File: config.mk
export PLATFORM = sky130hd
export DESIGN_NAME = lte_sym_framer
export DESIGN_NICKNAME = d
export VERILOG_FILES = /design/src/rtl/lte_sym_framer.sv
export SDC_FILE = /design/constraint.sdc
export NUM_CORES = 1
export LEC_CHECK = 0
export BUFFER_PORTS_ARGS = -buffer_cell sky130_fd_sc_hd__buf_2
export CAP_MARGIN = 20
export CORE_MARGIN = 8
export CORE_UTILIZATION = 40
export CTS_BUF_LIST = sky130_fd_sc_hd__clkbuf_2 sky130_fd_sc_hd__clkbuf_4 sky130_fd_sc_hd__clkbuf_8
export DETAILED_ROUTE_END_ITERATION = 8
export MAX_ROUTING_LAYER = met4
export SLEW_MARGIN = 15
export SYNTH_ARGS = -nofsm -noshare
export SYNTH_HDL_FRONTEND = slang
export SYNTH_SLANG_ARGS = --single-unit
File: constraint.sdc
create_clock -name Clk -period 5.6 [get_ports Clk]
set_clock_uncertainty 0.05 [all_clocks]
set_input_delay 0.84 -clock Clk [delete_from_list [all_inputs] [get_ports Clk]]
set_output_delay 0.84 -clock Clk [all_outputs]
set_load 0.01 [all_outputs]
File: src/rtl/lte_sym_framer.sv
// LTE receive symbol framer: turns a slot-strobed sample stream into per-symbol
// head/slot flags for the FFT, flywheeling over missing slot heads and resyncing on misplaced ones.
`timescale 1ns/1ps
module lte_sym_framer #(
  parameter int BIT_WIDTH    = 16,
  parameter int CLK_FS_RATIO = 4
) (
  input  logic                 Clk,
  input  logic                 Reset_n,
  input  logic [1:0]           FFT_num,
  input  logic                 CP_type,
  input  logic [BIT_WIDTH-1:0] In_i,
  input  logic [BIT_WIDTH-1:0] In_q,
  input  logic                 In_v,
  input  logic                 In_s,
  output logic [BIT_WIDTH-1:0] Dout_i,
  output logic [BIT_WIDTH-1:0] Dout_q,
  output logic                 Dout_h,
  output logic                 Dout_s,
  output logic                 Dout_v,
  output logic [2:0]           Sym_idx,
  output logic                 Sync_err
);

  if (CLK_FS_RATIO < 1) begin : g_bad_ratio
    $error("CLK_FS_RATIO must be at least 1");
  end

  typedef enum logic {IDLE, RUN} state_t;
  state_t state, state_nxt;

  logic [1:0]  cfg_fft, use_fft;
  logic        cfg_ext, use_ext;
  logic [11:0] cnt, cur_cnt, nxt_cnt, len_m1;
  logic [2:0]  sym, cur_sym, nxt_sym, last_sym;
  logic        take, resync, err;

  // Symbol length minus one (CP + N - 1) from a constant table.
  function automatic logic [11:0] sym_len_m1(input logic [1:0] fft, input logic ext,
                                             input logic [2:0] s);
    logic [11:0] n, cp;
    case (fft)
      2'd0:    begin n = 12'd2048; cp = (s == 3'd0) ? 12'd160 : 12'd144; end
      2'd1:    begin n = 12'd1536; cp = (s == 3'd0) ? 12'd120 : 12'd108; end
      2'd2:    begin n = 12'd1024; cp = (s == 3'd0) ? 12'd80  : 12'd72;  end
      default: begin n = 12'd512;  cp = (s == 3'd0) ? 12'd40  : 12'd36;  end
    endcase
    if (ext) cp = n >> 2;
    return n + cp - 12'd1;
  endfunction

  always_ff @(posedge Clk or negedge Reset_n)
    if (!Reset_n) state <= IDLE;
    else          state <= state_nxt;

  always_comb begin
    state_nxt = state;
    take      = 1'b0;
    resync    = 1'b0;
    err       = 1'b0;
    case (state)
      IDLE: if (In_v && In_s) begin
        state_nxt = RUN;
        take      = 1'b1;
        resync    = 1'b1;
      end
      RUN: if (In_v) begin
        take   = 1'b1;
        resync = In_s;
        // Counters at (0,0) mark the slot boundary: a head elsewhere is misplaced,
        // no head here is missing.
        err    = In_s ^ (sym == 3'd0 && cnt == 12'd0);
      end
      default: state_nxt = IDLE;
    endcase
    use_fft = resync ? FFT_num : cfg_fft;
    use_ext = resync ? CP_type : cfg_ext;
    cur_sym = resync ? 3'd0  : sym;
    cur_cnt = resync ? 12'd0 : cnt;
    len_m1   = sym_len_m1(use_fft, use_ext, cur_sym);
    last_sym = use_ext ? 3'd5 : 3'd6;
    nxt_cnt  = cur_cnt + 12'd1;
    nxt_sym  = cur_sym;
    if (cur_cnt == len_m1) begin
      nxt_cnt = 12'd0;
      nxt_sym = (cur_sym == last_sym) ? 3'd0 : cur_sym + 3'd1;
    end
  end

  always_ff @(posedge Clk or negedge Reset_n)
    if (!Reset_n) begin
      cfg_fft  <= 2'd0;
      cfg_ext  <= 1'b0;
      cnt      <= '0;
      sym      <= '0;
      Dout_i   <= '0;
      Dout_q   <= '0;
      Dout_h   <= 1'b0;
      Dout_s   <= 1'b0;
      Dout_v   <= 1'b0;
      Sym_idx  <= '0;
      Sync_err <= 1'b0;
    end else begin
      Dout_v   <= take;
      Dout_h   <= take && cur_cnt == 12'd0;
      Dout_s   <= take && cur_cnt == 12'd0 && cur_sym == 3'd0;
      Sync_err <= err;
      if (take) begin
        cnt     <= nxt_cnt;
        sym     <= nxt_sym;
        Dout_i  <= In_i;
        Dout_q  <= In_q;
        Sym_idx <= cur_sym;
      end
      if (resync) begin
        cfg_fft <= FFT_num;
        cfg_ext <= CP_type;
      end
    end

endmodule
# Word level (Yosys, flattened, before mapping)
# Index checks and enable logic that the tools add are counted.
dict set report totals {
  ff_bits 58
  latch_bits 0
  mem_bits_rw 0
  romBits 0
  word_cells 54
  n_memories 0
}
dict set report op_classes {
  add_sub_neg 4
  multipliers 0
  div 0
  magnitude_cmp 0
  eq_ne 4
  shifts 0
  mux 23
  bitwise_logic 2
  n_reduce_logical 9
}
# operator n
set ops {}
lappend ops {{12-bit 2-to-1 mux} 3}
lappend ops {{12-bit one-hot mux with 3 select lines} 1}
lappend ops {{12-bit zero test} 2}
lappend ops {{8-bit one-hot mux with 3 select lines} 1}
lappend ops {{12-bit by 1-bit adder with 12-bit output, second input constant} 1}
lappend ops {{12-bit adder} 1}
lappend ops {{12-bit equality test} 1}
lappend ops {{12-bit by 1-bit subtractor with 12-bit output, second input constant} 1}
lappend ops {{5-bit 2-to-1 mux} 2}
lappend ops {{3-bit 2-to-1 mux} 3}
lappend ops {{1-bit 2-to-1 mux} 7}
lappend ops {{3-bit zero test} 2}
lappend ops {{6-bit 2-to-1 mux} 1}
lappend ops {{1-bit logical AND} 4}
lappend ops {{2-bit 2-to-1 mux} 2}
lappend ops {{4-bit 2-to-1 mux} 1}
lappend ops {{1-bit one-hot mux with 2 select lines} 2}
lappend ops {{3-bit by 1-bit adder with 3-bit output, second input constant} 1}
lappend ops {{3-bit equality test} 1}
lappend ops {{2-bit by 1-bit equality test with 1-bit output, second input constant} 1}
lappend ops {{2-bit equality test, second input constant} 1}
lappend ops {{2-bit zero test} 1}
lappend ops {{1-bit NOT} 1}
lappend ops {{1-bit XOR} 1}

# Depth between registers and ports, before layout
# Gate-level depths: netlist of run 1.
dict set report depth {
  word_depth 12
  ltp_mapped 19
}

# Least setup slack after synthesis of run 1
# Ideal clock, no wire load.
dict set report synth_timing {
  path_kind {input -> register}
  startpoint {in In_v}
  endpoint {reg cnt[2]}
  setup_time_ns 0.122
  arrival_time_ns 4.254
  required_time_ns 5.428
  path_slack_ns 1.174
  path_stages 17
  path_cell_list {buf_2 -> and2_1 -> clkbuf_1 -> nand2_1 -> nand2_1 -> inv_1 -> ha_1 -> nor2_1 -> or4_1 -> fa_1 -> a21o_1 -> a21oi_1 -> xnor2_1 -> nor4_4 -> o2111ai_4 -> buf_6 -> a32o_1}
}
dict set report synth_via {
  word_cells_on_any_way 26
  cone_classes {add/sub (3); eq/ne (3); mux (17); reduce/logical (3)}
}
# element line
set synth_rtl {}
lappend synth_rtl {{from (decl)} 14} ;# input logic In_v,
lappend synth_rtl {{1-bit logical AND} 62} ;# IDLE: if (In_v && In_s) begin
lappend synth_rtl {{1-bit 2-to-1 mux} 62}
lappend synth_rtl {{1-bit one-hot mux with 2 select lines (*)} 61} ;# case (state)
lappend synth_rtl {{2-bit 2-to-1 mux (*)} --}
lappend synth_rtl {{net use_fft[1]} 32} ;# logic [1:0] cfg_fft, use_fft;
lappend synth_rtl {{2-bit equality test (tied with other cells)} 42} ;# case (fft)
lappend synth_rtl {{8-bit one-hot mux with 3 select lines or 12-bit one-hot mux with 3 select lines (tied branches)} 42}
lappend synth_rtl {{12-bit 2-to-1 mux} 48} ;# if (ext) cp = n >> 2;
lappend synth_rtl {{12-bit adder (*)} 49} ;# return n + cp - 12'd1;
lappend synth_rtl {{12-bit by 1-bit subtractor with 12-bit output (*)} 49}
lappend synth_rtl {{12-bit equality test (*)} 84} ;# if (cur_cnt == len_m1) begin
lappend synth_rtl {{12-bit 2-to-1 mux (*)} 84}
lappend synth_rtl {{to (signal assigned)} 109} ;# cnt <= nxt_cnt;
lappend synth_rtl {{to (decl)} 34} ;# logic [11:0] cnt, cur_cnt, nxt_cnt, len_m1;
# Mark *: on every way through the listed nets, which the timed path passes. The rest lies on a longest branch.
# A chain may end at the register's enable or synchronous reset.

# Worst setup path after layout of run 1
dict set report layout_timing {
  startpoint {in In_v}
  endpoint {reg sym[2]}
}
dict set report layout_via {
  word_cells_on_any_way 29
  cone_classes {add/sub (3); eq/ne (4); mux (19); reduce/logical (3)}
}
# element line
set layout_rtl {}
lappend layout_rtl {{1-bit logical AND} 62}
lappend layout_rtl {{1-bit 2-to-1 mux} 62}
lappend layout_rtl {{1-bit one-hot mux with 2 select lines (*)} 61}
lappend layout_rtl {{2-bit 2-to-1 mux (*)} --}
lappend layout_rtl {{net use_fft[0]} 32}
lappend layout_rtl {{2-bit equality test (tied with other cells)} 42}
lappend layout_rtl {{8-bit one-hot mux with 3 select lines or 12-bit one-hot mux with 3 select lines (tied branches)} 42}
lappend layout_rtl {{12-bit 2-to-1 mux} 48}
lappend layout_rtl {{12-bit adder (*)} 49}
lappend layout_rtl {{12-bit by 1-bit subtractor with 12-bit output (*)} 49}
lappend layout_rtl {{12-bit equality test (*)} 84}
lappend layout_rtl {{3-bit 2-to-1 mux (*)} 84}
lappend layout_rtl {{to (signal assigned)} 110} ;# sym <= nxt_sym;
lappend layout_rtl {{to (decl)} 35} ;# logic [2:0] sym, cur_sym, nxt_sym, last_sym;
# Marked as above.

==> flow_summary.ini, run 1 <==
[power_and_ir_drop]
p_sw_mw = 0.412
power.share.clock_pct = 34.6
total_power_mw = 1.30
pwr-share-seq_pct = 38.9
p_leak_nw = 2.02
combPwrFrac_pct = 26.5
switching_share_pct = 31.7
pwr_density_cell_mw_per_mm2 = 334
ir_drop_mv = 0.173
internal-power_mw = 0.887

[clock_tree]
cts_inserted_buffers = 9
hold_buffers = 0
clk_path_buf_depth = 2
cts_sinks = 58
htreeDepth = 3
ctsRootBufferMaster = clkbuf_8
cts-resized-gates = 0
cts_tree = done
post-cts-setup-buffer-count = 0
clkTransAtPathRegs_ns = 0.07
clk_latency_ns = 0.33

[critical_path]
end_kind = flop
worstSetupEndpoint = sym[2]
critPathMaxStageDelay_ns = 0.60
ff2ff_path_depth = 12
crit_path_top_delay_cell = or4_1
cp_max_fo = 24
r2r-start = cfg_fft[0]
cp.required_ns = 5.74
cp_data_arrival_time_ns = 4.82
crit_chain = buf_2 > and3_1 > a21oi_1 > inv_1 > ha_1 > or4_1 > fa_1 > xnor2_1 > xnor2_1 > nand3_1 > o21ai_0 > o2111ai_4 > a211oi_1 > o22ai_1
r2r_setup_slack_ns = 1.38
cp_top_family = compound AO/OA/AOI/OAI gates
r2r_end = sym[2]
path_common_cell = xnor2_1
critical_path_class = input port to flop
startpoint = In_v
critPathLaunchType = input port
cp_num_buf_inv = 2
path_depth = 14

[synthesis]
synthMuxAreaShare_pct = 0
synth_ff_type = dfrtp_1
yosys.area_share.simple_pct = 28.2
synthXorXnorAreaFrac_pct = 3.02
synth_cell_types = 49
synth_edf_count = 0
ys_ff_latch = 58
synthAdderAreaFrac_pct = 6.12
yosys_warnings = 0
avgSynthCellArea_um2 = 8.44
synth_compound_area_share_pct = 12.9
syn-num-nets = 432
synth_top_family_by_area = simple AND/OR/NAND/NOR gates
synth_area_mm2 = 0.00319
synthCells = 378
synthArstFlopShare_pct = 100
synth_seq_area_share_pct = 45.5

[floorplan]
start_util_pct = 41.3
pin_count = 78
die_w_um = 105
coreArea_mm2 = 0.00773
die_height_um = 105
row_count = 32
floorplan.die_area_mm2 = 0.0111

[sta]
fmax_mhz = 214
drv_slew = 0
slew_headroom_pct = 54.3
tns_ns = 0
worst_pin_slew_ns = 0.684
rsz0062_at_grt = no
holdWs_ns = 0.414
setup_viol = 0
post-route-period-util_pct = 83.5
hold_viol = 0
period_needed_ns = 4.68
timing.final.ws_setup_ns = 0.922

[global_route]
grt_max_degree = 40
antenna_found_initial = 0
grt_pass1_vias = 3030
grt_use_total_pct = 16.7
gr-total-overflow = 0
grt_pass1_wl_um = 14700

[placement]
place_congestion = 0.860
dpl.cell_count = 544
dpl.hpwl_um = 6300
portBuffers = 77
pre_cts_slack_ns = 0.645
dpl_cell_area_mm2 = 0.00366

[status]
status = finished clean

[routing]
dr.pass1.iters = 4
drtAntennaViolNets = 0
viasPerCell = 5.11
dr_total_vias = 2859
dr.first_iter.drc_count = 115
avgRoutedWirePerCell_um = 15.5
drc_errors = 0
routed_wl_um = 8700

[hold_path]
holdCritPathClass = flop to flop

[cells_and_area]
synthToLayoutAreaGrowth_pct = 22.0
design_area_mm2 = 0.00389
drive_above_1_share_pct = 23.6
antenna_cells = 0
final_util_pct = 50.4
fin_nets = 507
stdcell_count = 560

[flow_run]
cap_violations = 0
[cell families after synthesis]
kind of cell / Yosys count
buffers and inverters: 33
DFF: 58
and+or+nand+nor: 202
xor gates and xnor gates: 11
adders and majority gates: 15
AOI/OAI and AO/OA: 59
[cell usage after synthesis, types with 2 or more instances]
cell      count  share of area, %
o21ai_1       5              0.78
a21o_1        3              0.71
nand3b_1      5               1.2
a21bo_1       3              0.94
clkbuf_1     13               1.5
and2_1        4              0.78
buf_2         2              0.31
o22ai_1       4              0.78
nand2b_1      2              0.39
ha_1         14               5.5
nor2_1       18               2.1
a211oi_1      2              0.47
dfrtp_1      58                45
inv_1        14               1.6
xor2_1        4               1.1
nand4_1       2              0.39
nand2_1     135                16
a311oi_1      2              0.55
nor3_1        7               1.1
or4_1         2              0.47
inv_2         2              0.24
o21ai_0       8               1.3
and3_1        4              0.78
o21a_1        2              0.47
xnor2_1       7               1.9
a21oi_1      13               2.0
nand3_1      13               2.0
a31oi_1       5              0.98
nor4_1        3              0.59
o211ai_1      3              0.71
[per-layer routing]
layer  wire (um)  GRT usage [%]  vias to the layer above  part of all wire, %
met5           0              -                        -                    0
met4         135           6.52                        0                  1.6
met3         526           3.41                       12                  6.0
met2        3940           25.0                       99                   45
met1        4100           21.6                     1332                   47
li1            -              -                     1416                    -
[layout by cell type, fill, tap and decap left out, types with 3 or more instances in the layout]
cell type	n
nand2_1	135
buf_2	77
dfrtp_1	58
nor2_1	17
inv_1	14
ha_1	14
a21oi_1	13
nand3_1	13
clkbuf_8	11
o21ai_0	8
nor3_1	7
xnor2_1	7
nand3b_1	5
a31oi_1	5
o21ai_1	5
and3_1	4
and2_1	4
xor2_1	4
o22ai_1	4
buf_4	4
a21bo_1	3
a21o_1	3
nor4_1	3
o211ai_1	3
[cell type report]
| cell class | instances | area, um2 |
|---|---|---|
| Clock buffer | 12 | 159 |
| Clock inverter | 4 | 73.8 |
| Fill cell | 742 | 3830 |
| Inverter | 16 | 60.1 |
| Multi-Input combinational cell | 287 | 1610 |
| Sequential cell | 58 | 1450 |
| Tap cell | 102 | 128 |
| Timing Repair Buffer | 81 | 415 |
[power by group through the flow]
stage               clock (mW)  combinational, mW  sequential [mW]
detailed placement           0              0.346            0.512
CTS                      0.458              0.347            0.505
floorplan                    0              0.232            0.514
global route             0.477              0.385            0.513
global placement             0              0.342            0.511
finish                   0.450              0.344            0.505
[how the worst min path moves through the flow]
stage / end / depth (start not counted) / slack (ns) / startpoint
after detailed placement: Dout_i[15] / 2 / 0.40 / Dout_i[15]
after CTS: Dout_i[15] / 2 / 0.42 / Dout_i[15]
after global placement: Dout_q[4] / 2 / 0.39 / Dout_q[4]
after floorplan: cnt[1] / 2 / 0.42 / cnt[1]
after global routing: Dout_q[9] / 2 / 0.44 / Dout_q[9]
final: Dout_i[15] / 2 / 0.41 / Dout_i[15]
[worst register-to-register path, delay by kind of cell, from the launching register on]
family          cells  cell delay, ns
fa+ha+maj           2            0.72
flops               1            0.43
simple gates        2            0.67
xor+xnor            2            0.45
buf+inv             1            0.16
compound gates      5            1.60
[state kept, by name, summed over array words and instances, names as in the netlist]
signal and flops:
state 1, sym 3, Dout_s 1, Dout_q 16, Dout_v 1, Dout_h 1, cnt 12, cfg_ext 1
Sync_err 1, Sym_idx 3, Dout_i 16, cfg_fft 2
No activity file was read; power rests on OpenSTA's default activity.
==> run 2: changes to the inputs <==
Clock period 5.6 ns to 4.55 ns, I/O delays scaled along.
==> run 2 against run 1 <==
  * Utilization is 0.18 points higher
  * Routed wire length is 2.7% lower
  * Largest cell class unchanged
  * Final cell count is 0.54% higher
  * Clock power is 17% higher
==> flow_summary.ini, run 2 (synthesis gave the netlist of run 1 again) <==
[status]
status = finished clean

[clock_tree]
post-cts-setup-buffer-count = 0
cts_inserted_buffers = 9
clk_latency_ns = 0.33
clkTransAtPathRegs_ns = 0.07
ctsRootBufferMaster = clkbuf_8
clk_path_buf_depth = 2
cts_tree = done
cts_sinks = 58
cts-resized-gates = 0
htreeDepth = 3
hold_buffers = 0

[critical_path]
r2r_end = cnt[4]
critPathLaunchType = input port
end_kind = flop
crit_path_top_delay_cell = or4_1
cp_max_fo = 13
cp.required_ns = 4.71
crit_chain = buf_2 > and3_1 > a21oi_1 > inv_1 > ha_1 > or4_1 > fa_1 > xnor2_1 > xnor2_1 > nand3_1 > o21ai_0 > o2111ai_4 > buf_4 > a31oi_1 > o22ai_1
ff2ff_path_depth = 13
path_common_cell = xnor2_1
critical_path_class = input port to flop
cp_data_arrival_time_ns = 4.25
r2r-start = cfg_fft[0]
r2r_setup_slack_ns = 0.69
critPathMaxStageDelay_ns = 0.60

[power_and_ir_drop]
pwr_density_cell_mw_per_mm2 = 403
total_power_mw = 1.58
power.share.clock_pct = 33.5
pwr-share-seq_pct = 39.7
p_leak_nw = 2.03
combPwrFrac_pct = 26.8
p_sw_mw = 0.510
ir_drop_mv = 0.223
switching_share_pct = 32.3
internal-power_mw = 1.07

[placement]
pre_cts_slack_ns = 0.106
place_congestion = 0.819
portBuffers = 77
dpl.hpwl_um = 6250
dpl.cell_count = 548
dpl_cell_area_mm2 = 0.00369

[global_route]
grt_max_degree = 40
grt_use_total_pct = 16.1
grt_pass1_vias = 2944
antenna_found_initial = 0
gr-total-overflow = 0
grt_pass1_wl_um = 14200

[sta]
rsz0062_at_grt = no
tns_ns = 0
drv_slew = 0
worst_pin_slew_ns = 0.750
holdWs_ns = 0.243
hold_viol = 0
slew_headroom_pct = 50.0
period_needed_ns = 4.09
post-route-period-util_pct = 90.0
setup_viol = 0
timing.final.ws_setup_ns = 0.457
fmax_mhz = 244

[floorplan]
die_w_um = 105
row_count = 32
start_util_pct = 41.3
floorplan.die_area_mm2 = 0.0111
pin_count = 78
coreArea_mm2 = 0.00773
die_height_um = 105

[routing]
drtAntennaViolNets = 0
dr.pass1.iters = 4
dr_total_vias = 2851
avgRoutedWirePerCell_um = 15.0
viasPerCell = 5.06
dr.first_iter.drc_count = 187
drc_errors = 0
routed_wl_um = 8460

[cells_and_area]
stdcell_count = 563
fin_nets = 511
antenna_cells = 0
synthToLayoutAreaGrowth_pct = 22.4
final_util_pct = 50.6
design_area_mm2 = 0.00391
drive_above_1_share_pct = 24.1
top_regs = Dout_i x16, Dout_q x16, cnt x12
final_common_cell = nand2_1
final_cell_mix = nand2_1, buf_2, dfrtp_1

[flow_run]
cap_violations = 0

[hold_path]
holdCritPathClass = input port to asynchronous set/reset pin
==> run 2: changes by cell type in the layout (fill, tap and decap cells not counted), sizes merged <==
cell | previous run | this run
buf | 81 | 85
clkbuf | 12 | 10
clkinv | 2 | 3
==> run 2: routing by layer <==
layer	track usage, %	part of all wire (%)	wire length [um]	up-vias
li1	-	-	-	1422
met1	21.4	50	4200	1330
met2	23.9	45	3800	92
met3	3.17	4.6	388	7
met4	5.20	0.84	71	0
met5	-	0	0	-
==> run 2: layout make-up <==
cell class | instances | area, um2
inverters | 16 | 60.1
flip-flops and latches | 58 | 1450
clock buffers | 10 | 138
clock inverters | 5 | 78.8
multi-input cells | 287 | 1610
repair buffers | 85 | 445
fillers | 756 | 3820
well taps | 102 | 128
==> run 2: power by group through the flow <==
stage	clock network (mW)	registers, mW	logic (mW)
floorplan	0	0.633	0.285
global placement	0	0.631	0.418
detailed placement	0	0.632	0.424
CTS	0.540	0.624	0.426
global route	0.561	0.632	0.472
finish	0.528	0.625	0.422
==> run 2: worst max path at each step <==
stage          startpoint      to  slack [ns]
4_1_cts              In_v  cnt[4]        0.47
3_5_place_dp         In_v  cnt[4]        0.11
2_1_floorplan        In_v  cnt[2]        0.28
6_report             In_v  cnt[4]        0.46
5_1_grt              In_v  cnt[4]        0.21
3_3_place_gp         In_v  cnt[4]        0.19
==> run 2: critical path, delay by kind of cell <==
| kind | cells | cell delay [ns] |
|---|---|---|
| buffers and inverters | 3 | 0.49 |
| and+or+nand+nor | 3 | 0.87 |
| adders and majority gates | 2 | 0.70 |
| xor gates and xnor gates | 2 | 0.44 |
| AOI/OAI and AO/OA | 5 | 1.05 |
